### config.mk
export PLATFORM = sky130hd
export DESIGN_NAME = load_scoreboard
export DESIGN_NICKNAME = d
export VERILOG_FILES = /design/src/rtl/load_scoreboard.sv
export SDC_FILE = /design/constraint.sdc
export NUM_CORES = 1
export LEC_CHECK = 0
export BUFFER_PORTS_ARGS = -buffer_cell sky130_fd_sc_hd__buf_2
export CAP_MARGIN = 20
export CORE_ASPECT_RATIO = 1.5
export CORE_MARGIN = 5
export CORE_UTILIZATION = 41
export CTS_BUF_LIST = sky130_fd_sc_hd__clkbuf_8
export CTS_CLUSTER_DIAMETER = 200
export CTS_CLUSTER_SIZE = 16
export DETAILED_ROUTE_END_ITERATION = 16
export GPL_TIMING_DRIVEN = 0
export PLACE_DENSITY = 0.63
export SLEW_MARGIN = 20
export SYNTH_ARGS = -nofsm -noshare
export SYNTH_HDL_FRONTEND = slang
export SYNTH_SLANG_ARGS = --single-unit
### constraint.sdc
create_clock -name clk -period 4.05 [get_ports clk]
set_clock_uncertainty 0.1 [all_clocks]
set_input_delay 0.2025 -clock clk [delete_from_list [all_inputs] [get_ports clk]]
set_output_delay 0.2025 -clock clk [all_outputs]
set_load 0.02 [all_outputs]
### src/rtl/load_scoreboard.sv
// Load scoreboard: tracks in-flight load destinations from ID issue to WB.
// Produces ID stall, EX bubble and issue so forwarding never sees load data early.
module load_scoreboard #(
  parameter int MAX_LOADS = 2,
  parameter int CNT_W     = $clog2(MAX_LOADS + 1)
) (
  input  logic             clk,
  input  logic             rst,
  input  logic             id_valid,
  input  logic [4:0]       id_rs1_addr,
  input  logic             id_rs1_used,
  input  logic [4:0]       id_rs2_addr,
  input  logic             id_rs2_used,
  input  logic [4:0]       id_rd_addr,
  input  logic             id_RegWrite,
  input  logic             id_MemRead,
  input  logic             ex_flush,
  input  logic             mem_busy,
  input  logic             wb_valid,
  input  logic             wb_RegWrite,
  input  logic             wb_MemRead,
  input  logic [4:0]       wb_rd_addr,
  output logic             stall_id,
  output logic             ex_bubble,
  output logic             issue,
  output logic [31:0]      pending_mask,
  output logic [CNT_W-1:0] outstanding
);

  logic [31:0]      pending_q, pending_d;
  logic [CNT_W-1:0] cnt_q, cnt_d;
  logic             ex_is_load_q, ex_is_load_d;
  logic [4:0]       ex_rd_q, ex_rd_d;

  logic             retire;
  logic             set;
  logic             kill;
  logic [31:0]      eff_pending;
  logic [CNT_W-1:0] cnt_eff;
  logic             raw1;
  logic             raw2;
  logic             waw;
  logic             cap;
  logic             hazard;
  logic             stall_c;
  logic             issue_c;
  logic [CNT_W:0]   cnt_up;
  logic [CNT_W:0]   cnt_dn;

  always_comb begin
    retire = wb_valid & wb_RegWrite & wb_MemRead
           & (wb_rd_addr != 5'd0);
    // write-first regfile: a retiring load is already readable
    eff_pending = pending_q;
    if (retire) eff_pending[wb_rd_addr] = 1'b0;
  end

  always_comb begin
    raw1 = id_rs1_used & (id_rs1_addr != 5'd0)
         & eff_pending[id_rs1_addr];
    raw2 = id_rs2_used & (id_rs2_addr != 5'd0)
         & eff_pending[id_rs2_addr];
    waw  = id_RegWrite & (id_rd_addr != 5'd0)
         & eff_pending[id_rd_addr];
    cnt_eff = cnt_q - CNT_W'(retire);
    cap  = id_MemRead & id_RegWrite
         & (id_rd_addr != 5'd0)
         & (cnt_eff == CNT_W'(MAX_LOADS));
    hazard = raw1 | raw2 | waw | cap;
  end

  always_comb begin
    stall_c = mem_busy | (id_valid & hazard & ~ex_flush);
    issue_c = id_valid & ~stall_c & ~ex_flush;
    set     = issue_c & id_RegWrite & id_MemRead
            & (id_rd_addr != 5'd0);
    kill    = ex_flush & ~mem_busy & ex_is_load_q;
  end

  always_comb begin
    stall_id     = rst | stall_c;
    issue        = ~rst & issue_c;
    ex_bubble    = ~rst & ~mem_busy & ~issue_c;
    pending_mask = rst ? 32'd0 : pending_q;
    outstanding  = rst ? '0 : cnt_q;
  end

  always_comb begin
    pending_d = pending_q;
    if (retire) pending_d[wb_rd_addr] = 1'b0;
    if (kill)   pending_d[ex_rd_q]    = 1'b0;
    if (set)    pending_d[id_rd_addr] = 1'b1;
    pending_d[0] = 1'b0;
  end

  // set/kill are already zero during a freeze; retire still drains
  always_comb begin
    cnt_up = {1'b0, cnt_q} + (CNT_W+1)'(set);
    cnt_dn = (CNT_W+1)'(retire) + (CNT_W+1)'(kill);
    if (cnt_up < cnt_dn) cnt_d = '0;
    else                 cnt_d = CNT_W'(cnt_up - cnt_dn);
  end

  always_comb begin
    ex_is_load_d = ex_is_load_q;
    ex_rd_d      = ex_rd_q;
    if (!mem_busy) begin
      ex_is_load_d = set;
      ex_rd_d      = issue_c ? id_rd_addr : 5'd0;
    end
  end

  always_ff @(posedge clk) begin
    if (rst) begin
      pending_q    <= 32'd0;
      cnt_q        <= '0;
      ex_is_load_q <= 1'b0;
      ex_rd_q      <= 5'd0;
    end else begin
      pending_q    <= pending_d;
      cnt_q        <= cnt_d;
      ex_is_load_q <= ex_is_load_d;
      ex_rd_q      <= ex_rd_d;
    end
  end

  always_ff @(posedge clk) begin
    if (!rst) begin
      assert (!((retire | kill) && (cnt_q == '0)));
      assert (!(retire && kill && (ex_rd_q == wb_rd_addr)));
    end
  end

endmodule

==> results of run 1 <==
==> cells in the final DEF (no fill, tap or decap), drive strengths merged, types with 5 or more instances in the layout <==
cell type,Yosys,final
clkbuf,29,33
nand3,31,31
and3,10,10
nand2b,9,9
nor3b,5,5
a211o,24,24
or3,30,30
or4b,6,6
o21ai,50,50
nand4,8,8
o31ai,17,17
dfxtp,39,39
mux2i,5,5
o22ai,7,7
o2111ai,8,8
nor3,12,12
a21oi,6,6
nor2b,43,43
nand3b,6,6
inv,13,14
nor2,46,46
or2,5,5
o211ai,20,20
buf,17,81
nand2,28,28
==> registers in the layout, summed over array words and instances, names as in the netlist <==
name	flops
ex_rd_q	5
ex_is_load_q	1
pending_q	31
cnt_q	2
==> where the power goes <==
group	switching, mW	internal, mW	leakage [nW]
logic	0.171	0.0693	1.28
clock network	0.163	0.244	0.0695
registers	0.00190	0.385	0.314
==> repair_timing <==
item	CTS	global route
setup buffers	1	0
setup endpoints to repair	2	2
resized for setup	13	7
pin swaps	1	0
==> through the flow <==
step                setup TNS [ns]  hold WS (ns)  setup slack (ns)  cell area, um2  utilization [%]
floorplan                        0         0.250             0.606            4050                -
global placement             -1.48         0.382            -0.764            4510             46.5
detailed placement           -1.38         0.389            -0.712            4520             46.7
CTS                              0        0.0983            0.0431            4700             48.5
global route                     0         0.107            0.0102            4720             48.7
finish                           0        0.0939             0.159            4720             48.7
==> routing by layer <==
layer / global-route usage [%] / share of wire (%) / up-vias
li1: - / - / 2213
met1: 33.3 / 35 / 2305
met2: 53.3 / 50 / 312
met3: 4.74 / 7.9 / 92
met4: 18.6 / 7.0 / 0
met5: 0 / 0 / -
==> layout make-up <==
cell class	instances	area (um2)
Tap cell	115	144
Inverter	14	52.6
Clock inverter	3	63.8
Multi-Input combinational cell	446	3070
Timing Repair Buffer	63	318
Fill cell	1025	4970
Buffer	46	219
Clock buffer	5	68.8
Sequential cell	39	781
==> cells by family after synthesis <==
kind of cell    synth area share [%]
compound gates                  31.8
xor+xnor                       0.432
fa+ha+maj                       1.73
buf+inv                         6.61
flops                           19.3
mux                             3.74
other cells                   0.0926
simple gates                    36.3
==> worst max-delay path: stages <==
cell and delay (ns):
buf_2 0.18, or4b_2 0.78, o21ai_0 0.49, o221ai_1 0.20
a31oi_1 0.24, or4_1 0.21, buf_2 0.24, o21ai_4 0.10
buf_6 0.18, nor3_2 0.17, ha_1 0.24, fa_1 0.47
xor2_1 0.16, nor3b_1 0.16
==> how the worst max path moves through the flow <==
stage | endpoint | startpoint | slack [ns]
after floorplan | cnt_q[1] | wb_rd_addr[0] | 0.61
after global placement | cnt_q[1] | wb_rd_addr[1] | -0.76
after detailed placement | cnt_q[1] | wb_rd_addr[2] | -0.71
after CTS | cnt_q[1] | wb_rd_addr[1] | 0.04
after global routing | cnt_q[1] | wb_rd_addr[2] | 0.01
final | cnt_q[1] | wb_rd_addr[1] | 0.16
==> impl_results.md, run 1 <==
- Run status: finished clean
- Cell taking the most area after synthesis: dfxtp_1
- Fraction of final layout cells sized beyond drive strength 1: 19.8%
- R2R setup slack: 0.34 ns
- Vias: 4,922
- Hold Violations, Final: 0
- Pre-Repair DR Iteration Count: 5
- CP Launch Type: input pin
- Row count: 44
- DPL Wire Length: 14.5 mm
- Final Setup Violations: 0
- Area share of the largest cell type after synthesis: 19.3%
- Maximum VDD drop: 0.170 mV
- Final period utilization: 96.1%
- Rel. slew slack: 22.6%
- Syn. warnings: 0
- DRC violations left: 0
- PD cells: 219 nW/um2
- Initial antenna violation count: 0
- Worst hold stages: 3
- # hold bufs at CTS: 0
- Netlist cell types: 70
- Crit path max fanout: 10
- Routed Antenna Nets: 0
- Finished Layout Cells: 731
- Worst Path Arrival: 4.04 ns
- Maximum clock insertion buffer count: 2
- Syn_area_per_cell: 7.43 um2
- Clk sink count: 39
- Max Slew Vio Count: 0
- Number of global-route vias before repair: 4,883
- Crit path time final: 3.89 ns
- I/O pin cnt: 69
- Synth top cells by count: 46 x nor2_1, 43 x nor2b_1, 39 x dfxtp_1
- Post-synth ARST share: 0%
- Gate Count Post-Synth: 545
- Grt total ovfl: 0
- Maxcap violations: 0
- Critical Path RT: 4.20 ns
- Post-DR vias/cell: 6.73
- Area growth, synth to finish: 16.4%
- R2R cell count: 11
- Inst Count DP: 722
- Post-synthesis sequential area ratio: 19.3%
- Syn nets: 582
- Final Routed Wirelength: 18.6 mm
- Count leader, synth: nor2_1
- Die area: 12,000 um2
- Die H: 132 um
- Number of synthesized flops with an enable pin: 0
- Ranking of synthesized cells by area: dfxtp_1 19%, nor2b_1 6.6%, a211o_1 5.2%, or3_1 4.6%, nor2_1 4.3%
- RSZ-0062 raised after global routing: false
- Worst Hold End: ex_is_load_q
- Hold Crit Class: input pin to flip-flop
- CORE AREA: 9690 um2
- DRT iter0 DRCs: 458
- Main synth FF type: dfxtp_1
- Critical path type: input pin to flip-flop
- Port bufs: 62
- Yosys reg bits: 39
- Gr usage total: 30.3%
- Clk root buf: clkbuf_8
- Largest net degree at the start of global routing: 13
- Worst Min Path Start: mem_busy
- Die W: 91.2 um
- Fmax: 257 MHz
- Worst Tran Pin Value: 1.16 ns
- Lkg Pwr: 1.66 nW
- Clk Latency, worst-skew pair: 0.32 ns
- Initial core utilization: 41.8%
- CTS tree: done
- Reg2Reg Launch Point: pending_q[24]
- Reg clk slew, reported paths: 0.09 ns
- Number of buffers created by CTS: 5
- Routed len/inst: 25.5 um
- H-tree depth: 2
- Crit. End Element: flip-flop
- First-pass GRT wire length: 28.3 mm
- Tot Pwr: 1.03 mW
- Global placer's final weighted congestion: 1.03
- Capture point of the worst reg-to-reg path: cnt_q[1]
- Layout Nets: 652
- Antenna cells: 0
- Synthesized area: 4050 um2
Note: power is estimated with default switching activity, not from simulation.
==> inputs of run 2 (changes only) <==
--- a/config.mk
+++ b/config.mk
@@ -15,7 +15,7 @@
 export CTS_CLUSTER_SIZE = 16
 export DETAILED_ROUTE_END_ITERATION = 16
 export GPL_TIMING_DRIVEN = 0
-export PLACE_DENSITY = 0.63
+export PLACE_DENSITY = 0.66
 export SLEW_MARGIN = 20
 export SYNTH_ARGS = -nofsm -noshare
 export SYNTH_HDL_FRONTEND = slang
==> constraint.sdc (replaced) <==
create_clock -name clk -period 3.2 [get_ports clk]
set_clock_uncertainty 0.1 [all_clocks]
set_input_delay 0.16 -clock clk [delete_from_list [all_inputs] [get_ports clk]]
set_output_delay 0.16 -clock clk [all_outputs]
set_load 0.02 [all_outputs]
==> run 2 against run 1 <==
The flow now finishes with violations (negative setup slack). Sequential share of layout area down 2.8 points. Die area unchanged. Worst setup slack worse by 0.31 ns. Worst hold slack worse by 0.037 ns. Global-route usage up 1.2 points. Clock-buffer cell count unchanged. Flip-flop and latch count unchanged. Clock power up 7.1%. Combinational power up 75%. Via count up 8.5%. Wire length up 8.5%. Largest cell class unchanged. Largest power group is now sequential cells.
==> impl_results.md, run 2 (synthesized netlist as in run 1, its figures left out) <==
- Crit path max fanout: 4
- Largest regs: pending_q: 31 flops, ex_rd_q: 5 flops, cnt_q: 2 flops
- Crit. End Element: flip-flop
- DP Area: 4540 um2
- Failing checks: negative setup slack
- DRC violations left: 0
- Largest net degree at the start of global routing: 14
- Max reg flops: 31
- Gr usage total: 31.5%
- Worst Min Path Start: mem_busy
- Post-DR vias/cell: 6.75
- Top reg by flops: pending_q
- DRT iter0 DRCs: 464
- CP Launch Point: pending_q[26]
- Grt total ovfl: 0
- Initial antenna violation count: 0
- CTS tree: done
- Antenna cells: 0
- Final WS setup: -0.151 ns
- Number of global-route vias before repair: 5,183
- Util after Layout: 58.9%
- DPL Wire Length: 14.4 mm
- Global placer's final weighted congestion: 1.02
- Tot Pwr: 1.35 mW
- Routed Antenna Nets: 0
- PD cells: 236 nW/um2
- Clk sink count: 39
- Area growth, synth to finish: 41.0%
- Routed len/inst: 25.5 um
- Final Routed Wirelength: 20.2 mm
- Final period utilization: 105%
- Final TNS setup: -0.242 ns
- Final Setup Violations: 4
- Max Slew Vio Count: 0
- First-pass GRT wire length: 29.7 mm
- Die H: 132 um
- Clk root buf: clkbuf_8
- Layout Nets: 712
- Maximum clock insertion buffer count: 2
- Reg clk slew, reported paths: 0.09 ns
- Maxcap violations: 0
- Commonest non-fill, non-tap cells in the layout: 61 x buf_4, 59 x buf_2, 45 x nor2_1
- CORE AREA: 9690 um2
- Reg2Reg Launch Point: pending_q[26]
- Critical path type: flip-flop to flip-flop
- Run status: complete, but fails checks
- Row count: 44
- I/O pin cnt: 69
- Number of buffers created by CTS: 5
- Pre-Repair DR Iteration Count: 5
- Maximum VDD drop: 0.171 mV
- Worst Tran Pin Value: 1.13 ns
- H-tree depth: 2
- Fmax: 298 MHz
- Die area: 12,000 um2
- Commonest non-fill, non-tap cell in the layout: buf_4
- Initial core utilization: 41.8%
- Rel. slew slack: 24.0%
- Crit path time final: 3.35 ns
- Min Hold Slack: 0.0567 ns
- Design area: 5710 um2
- CP Launch Type: flip-flop
- Hold Crit Class: input pin to flip-flop
- Worst Path Arrival: 3.43 ns
- Lkg Pwr: 2.10 nW
- RSZ-0062 raised after global routing: true
- Hold Violations, Final: 0
- Port bufs: 62
- Die W: 91.2 um
- Clk Latency, worst-skew pair: 0.31 ns
- Fraction of final layout cells sized beyond drive strength 1: 35.4%
- Critical Path RT: 3.28 ns
- Vias: 5,342
- # hold bufs at CTS: 0
## run 2: changes by cell type in the layout (fill, tap and decap cells not counted), sizes merged
cell      change
buf          +59
bufinv        -1
clkbuf        +1
clkinv        +1
clkinvlp      +1
inv           -1
## run 2: repair_timing
item,in CTS,in global routing
hold endpoints to repair,0,0
buffers inserted,39,21
gates cloned,1,2
gates resized for setup,74,88
setup endpoints to repair,12,25
pin swaps,22,30
## run 2: final timing paths
kind                  end  slack, ns  cells past startpoint
max              cnt_q[1]      -0.15                     11
min          ex_is_load_q       0.06                      3
max reg2reg      cnt_q[1]      -0.15                     11
min reg2reg  ex_is_load_q       0.41                      2
## run 2: per-stage QoR
stage | setup WS [ns] | instances
3_5_place_dp | -1.38 | 723
3_3_place_gp | -1.51 | 722
6_report | -0.151 | 791
2_1_floorplan | -0.125 | 545
4_1_cts | -0.232 | 770
5_1_grt | -0.218 | 791
## run 2: area by class of cell
| type | count | area (um2) |
|---|---|---|
| plain buffers | 44 | 274 |
| clock buffers | 5 | 68.8 |
| clock inverters | 3 | 43.8 |
| fillers | 904 | 3980 |
| inverters | 14 | 56.3 |
| multi-input cells | 446 | 3440 |
| flip-flops and latches | 39 | 788 |
| well taps | 115 | 144 |
| repair buffers | 125 | 892 |
## run 2: worst max-delay path: stages (launching register included)
cell	delay (ns)
dfxtp_2	0.38
o31ai_4	0.13
mux2_2	0.28
o311a_1	0.28
a221o_1	0.36
o211ai_1	0.42
clkbuf_8	0.23
nor3_4	0.04
ha_2	0.20
fa_1	0.53
xor2_1	0.20
nor3b_2	0.06
## run 2: routing by layer
| layer | part of all wire [%] | vias to the layer above | wire [um] | GRT usage [%] |
|---|---|---|---|---|
| met3 | 9.1 | 119 | 1840 | 6.91 |
| met1 | 34 | 2480 | 6770 | 33.7 |
| met4 | 8.6 | 0 | 1740 | 22.5 |
| li1 | - | 2350 | - | - |
| met2 | 49 | 393 | 9840 | 53.7 |
| met5 | 0 | - | 0 | 0 |
## run 2: where the power goes
| group | internal, mW | switching [mW] | total [mW] |
|---|---|---|---|
| combinational | 0.158 | 0.261 | 0.419 |
| clock | 0.233 | 0.204 | 0.437 |
| sequential | 0.487 | 0.00258 | 0.490 |
| total | 0.878 | 0.467 | 1.35 |
==> inputs of run 3 (changes only) <==
--- a/config.mk
+++ b/config.mk
@@ -20,3 +20,4 @@
 export SYNTH_ARGS = -nofsm -noshare
 export SYNTH_HDL_FRONTEND = slang
 export SYNTH_SLANG_ARGS = --single-unit
+export TNS_END_PERCENT = 5
==> run 3 against run 2 <==
The flow still finishes with violations (negative setup slack). Worst setup slack better by 0.11 ns. Die area unchanged. Wire length is 5.9% lower. Register-to-register slack improved by 0.11 ns. Final area decreased by 6.5%. Critical path depth unchanged. Flip-flop and latch count is the same. Combinational power decreased by 14%. Critical path type unchanged. Critical endpoint unchanged.
==> impl_results.md, run 3 (synthesized netlist as in run 1, its figures left out) <==
- Clk root buf: clkbuf_8
- H-tree depth: 2
- Hold Crit Class: input pin to flip-flop
- Number of global-route vias before repair: 4,905
- Commonest non-fill, non-tap cells in the layout: 60 x buf_2, 46 x nor2_1, 43 x nor2b_1
- Crit. End Element: flip-flop
- RSZ-0062 raised after global routing: true
- Gr usage total: 30.5%
- Clock power frac: 34.1%
- Fraction of final layout cells sized beyond drive strength 1: 31.7%
- Initial antenna violation count: 0
- Crit path time final: 3.24 ns
- CTS tree: done
- First-pass GRT wire length: 28.4 mm
- Die H: 132 um
- Critical Path RT: 3.35 ns
- Initial core utilization: 41.8%
- DPL Wire Length: 14.5 mm
- Number of buffers created by CTS: 5
- Rel. slew slack: 29.0%
- Lkg Pwr: 1.87 nW
- Largest regs: pending_q: 31 flops, ex_rd_q: 5 flops, cnt_q: 2 flops
- DR top layer: met4
- Failing checks: negative setup slack
- P_int: 0.841 mW
- Area growth, synth to finish: 31.8%
- Min Hold Slack: 0.0425 ns
- Crit path max fanout: 4
- Util after Layout: 55.1%
- Final period utilization: 101%
- Routed Antenna Nets: 0
- Worst Path Arrival: 3.38 ns
- Fmax: 309 MHz
- Worst Tran Pin Value: 1.06 ns
- Final Setup Violations: 1
- Commonest non-fill, non-tap cell in the layout: buf_2
- Port bufs: 62
- # hold bufs at CTS: 0
- NetSw: 0.453 mW
- I/O pin cnt: 69
- Post-DR vias/cell: 6.73
- Final TNS setup: -0.0374 ns
- Max Slew Vio Count: 0
- Reg clk slew, reported paths: 0.10 ns
- Critical path type: flip-flop to flip-flop
- Reg power frac: 37.9%
- DRT iter0 DRCs: 417
- Grt total ovfl: 0
- DRC violations left: 0
- CP Launch Type: flip-flop
- Layout Nets: 680
- Final Routed Wirelength: 19.0 mm
- Pre-Repair DR Iteration Count: 5
- Run status: complete, but fails checks
- Maximum VDD drop: 0.177 mV
- Vias: 5,106
- Maxcap violations: 0
- Clk sink count: 39
- Hold Violations, Final: 0
- Gate power share: 28.0%
- Die W: 91.2 um
- Clk Latency, worst-skew pair: 0.32 ns
- Antenna cells: 0
- Met1 Routed Length: 6.42 mm
- Metal3 WL: 1.56 mm
- Maximum clock insertion buffer count: 2
- Met2 WL: 9.53 mm
- Final WS setup: -0.0374 ns
- Global placer's final weighted congestion: 1.04
- Row count: 44
- CORE AREA: 9690 um2
- Sw Ratio: 35.0%
- Max reg flops: 31
- Top reg by flops: pending_q
- PD cells: 242 nW/um2
- Die area: 12,000 um2
- Routed len/inst: 25.0 um
- Largest net degree at the start of global routing: 14
run 3: changes by cell type in the layout (fill, tap and decap cells not counted), sizes merged:
cell,change
clkbuf,+2
clkinvlp,-1
inv,+1
buf,-34
run 3: final cells by class:
class,count,area [um2]
Sequential cell,39,788
Buffer,43,265
Fill cell,949,4350
Clock buffer,5,68.8
Tap cell,115,144
Timing Repair Buffer,94,574
Multi-Input combinational cell,446,3400
Inverter,14,52.6
Clock inverter,3,43.8
run 3: timing repair:
| action | in CTS | in global routing |
|---|---|---|
| gates resized for setup | 76 | 56 |
| setup endpoints to repair | 25 | 4 |
| setup buffers | 23 | 8 |
| pin swaps | 18 | 28 |
run 3: worst paths after layout:
check	from	to	slack [ns]	cells past startpoint
setup / recovery	pending_q[26]	cnt_q[1]	-0.04	11
hold / removal	mem_busy	ex_is_load_q	0.04	3
setup reg to reg	pending_q[26]	cnt_q[1]	-0.04	11
hold reg to reg	ex_is_load_q	ex_is_load_q	0.41	2
run 3: metal layers:
| layer | global-route usage (%) | vias to the layer above |
|---|---|---|
| li1 | - | 2286 |
| met1 | 32.2 | 2385 |
| met2 | 53.9 | 339 |
| met3 | 5.31 | 96 |
| met4 | 20.9 | 0 |
| met5 | 0 | - |
run 3: power groups by stage:
stage               sequential [mW]  clock [mW]  combinational (mW)
finish                        0.490       0.442               0.362
global route                  0.490       0.462               0.382
CTS                           0.490       0.442               0.331
detailed placement            0.501           0               0.289
global placement              0.501           0               0.286
floorplan                     0.501           0               0.186
run 3: per-stage QoR:
step	area (um2)	cells	setup WS, ns	power [mW]
after floorplan	4060	545	-0.127	0.687
after global placement	4520	722	-1.58	0.788
after detailed placement	4540	723	-1.41	0.790
after CTS	5110	753	-0.140	1.26
after global routing	5340	759	-0.133	1.33
final	5340	759	-0.0374	1.29
run 3: critical path, stage by stage, from the launching register on:
cell,delay [ns]
dfxtp_2,0.36
o31ai_2,0.13
mux2_2,0.29
o311a_1,0.28
a221o_1,0.35
o211ai_1,0.37
clkbuf_8,0.22
nor3_4,0.04
ha_2,0.20
fa_1,0.48
xor2_1,0.18
nor3b_1,0.17
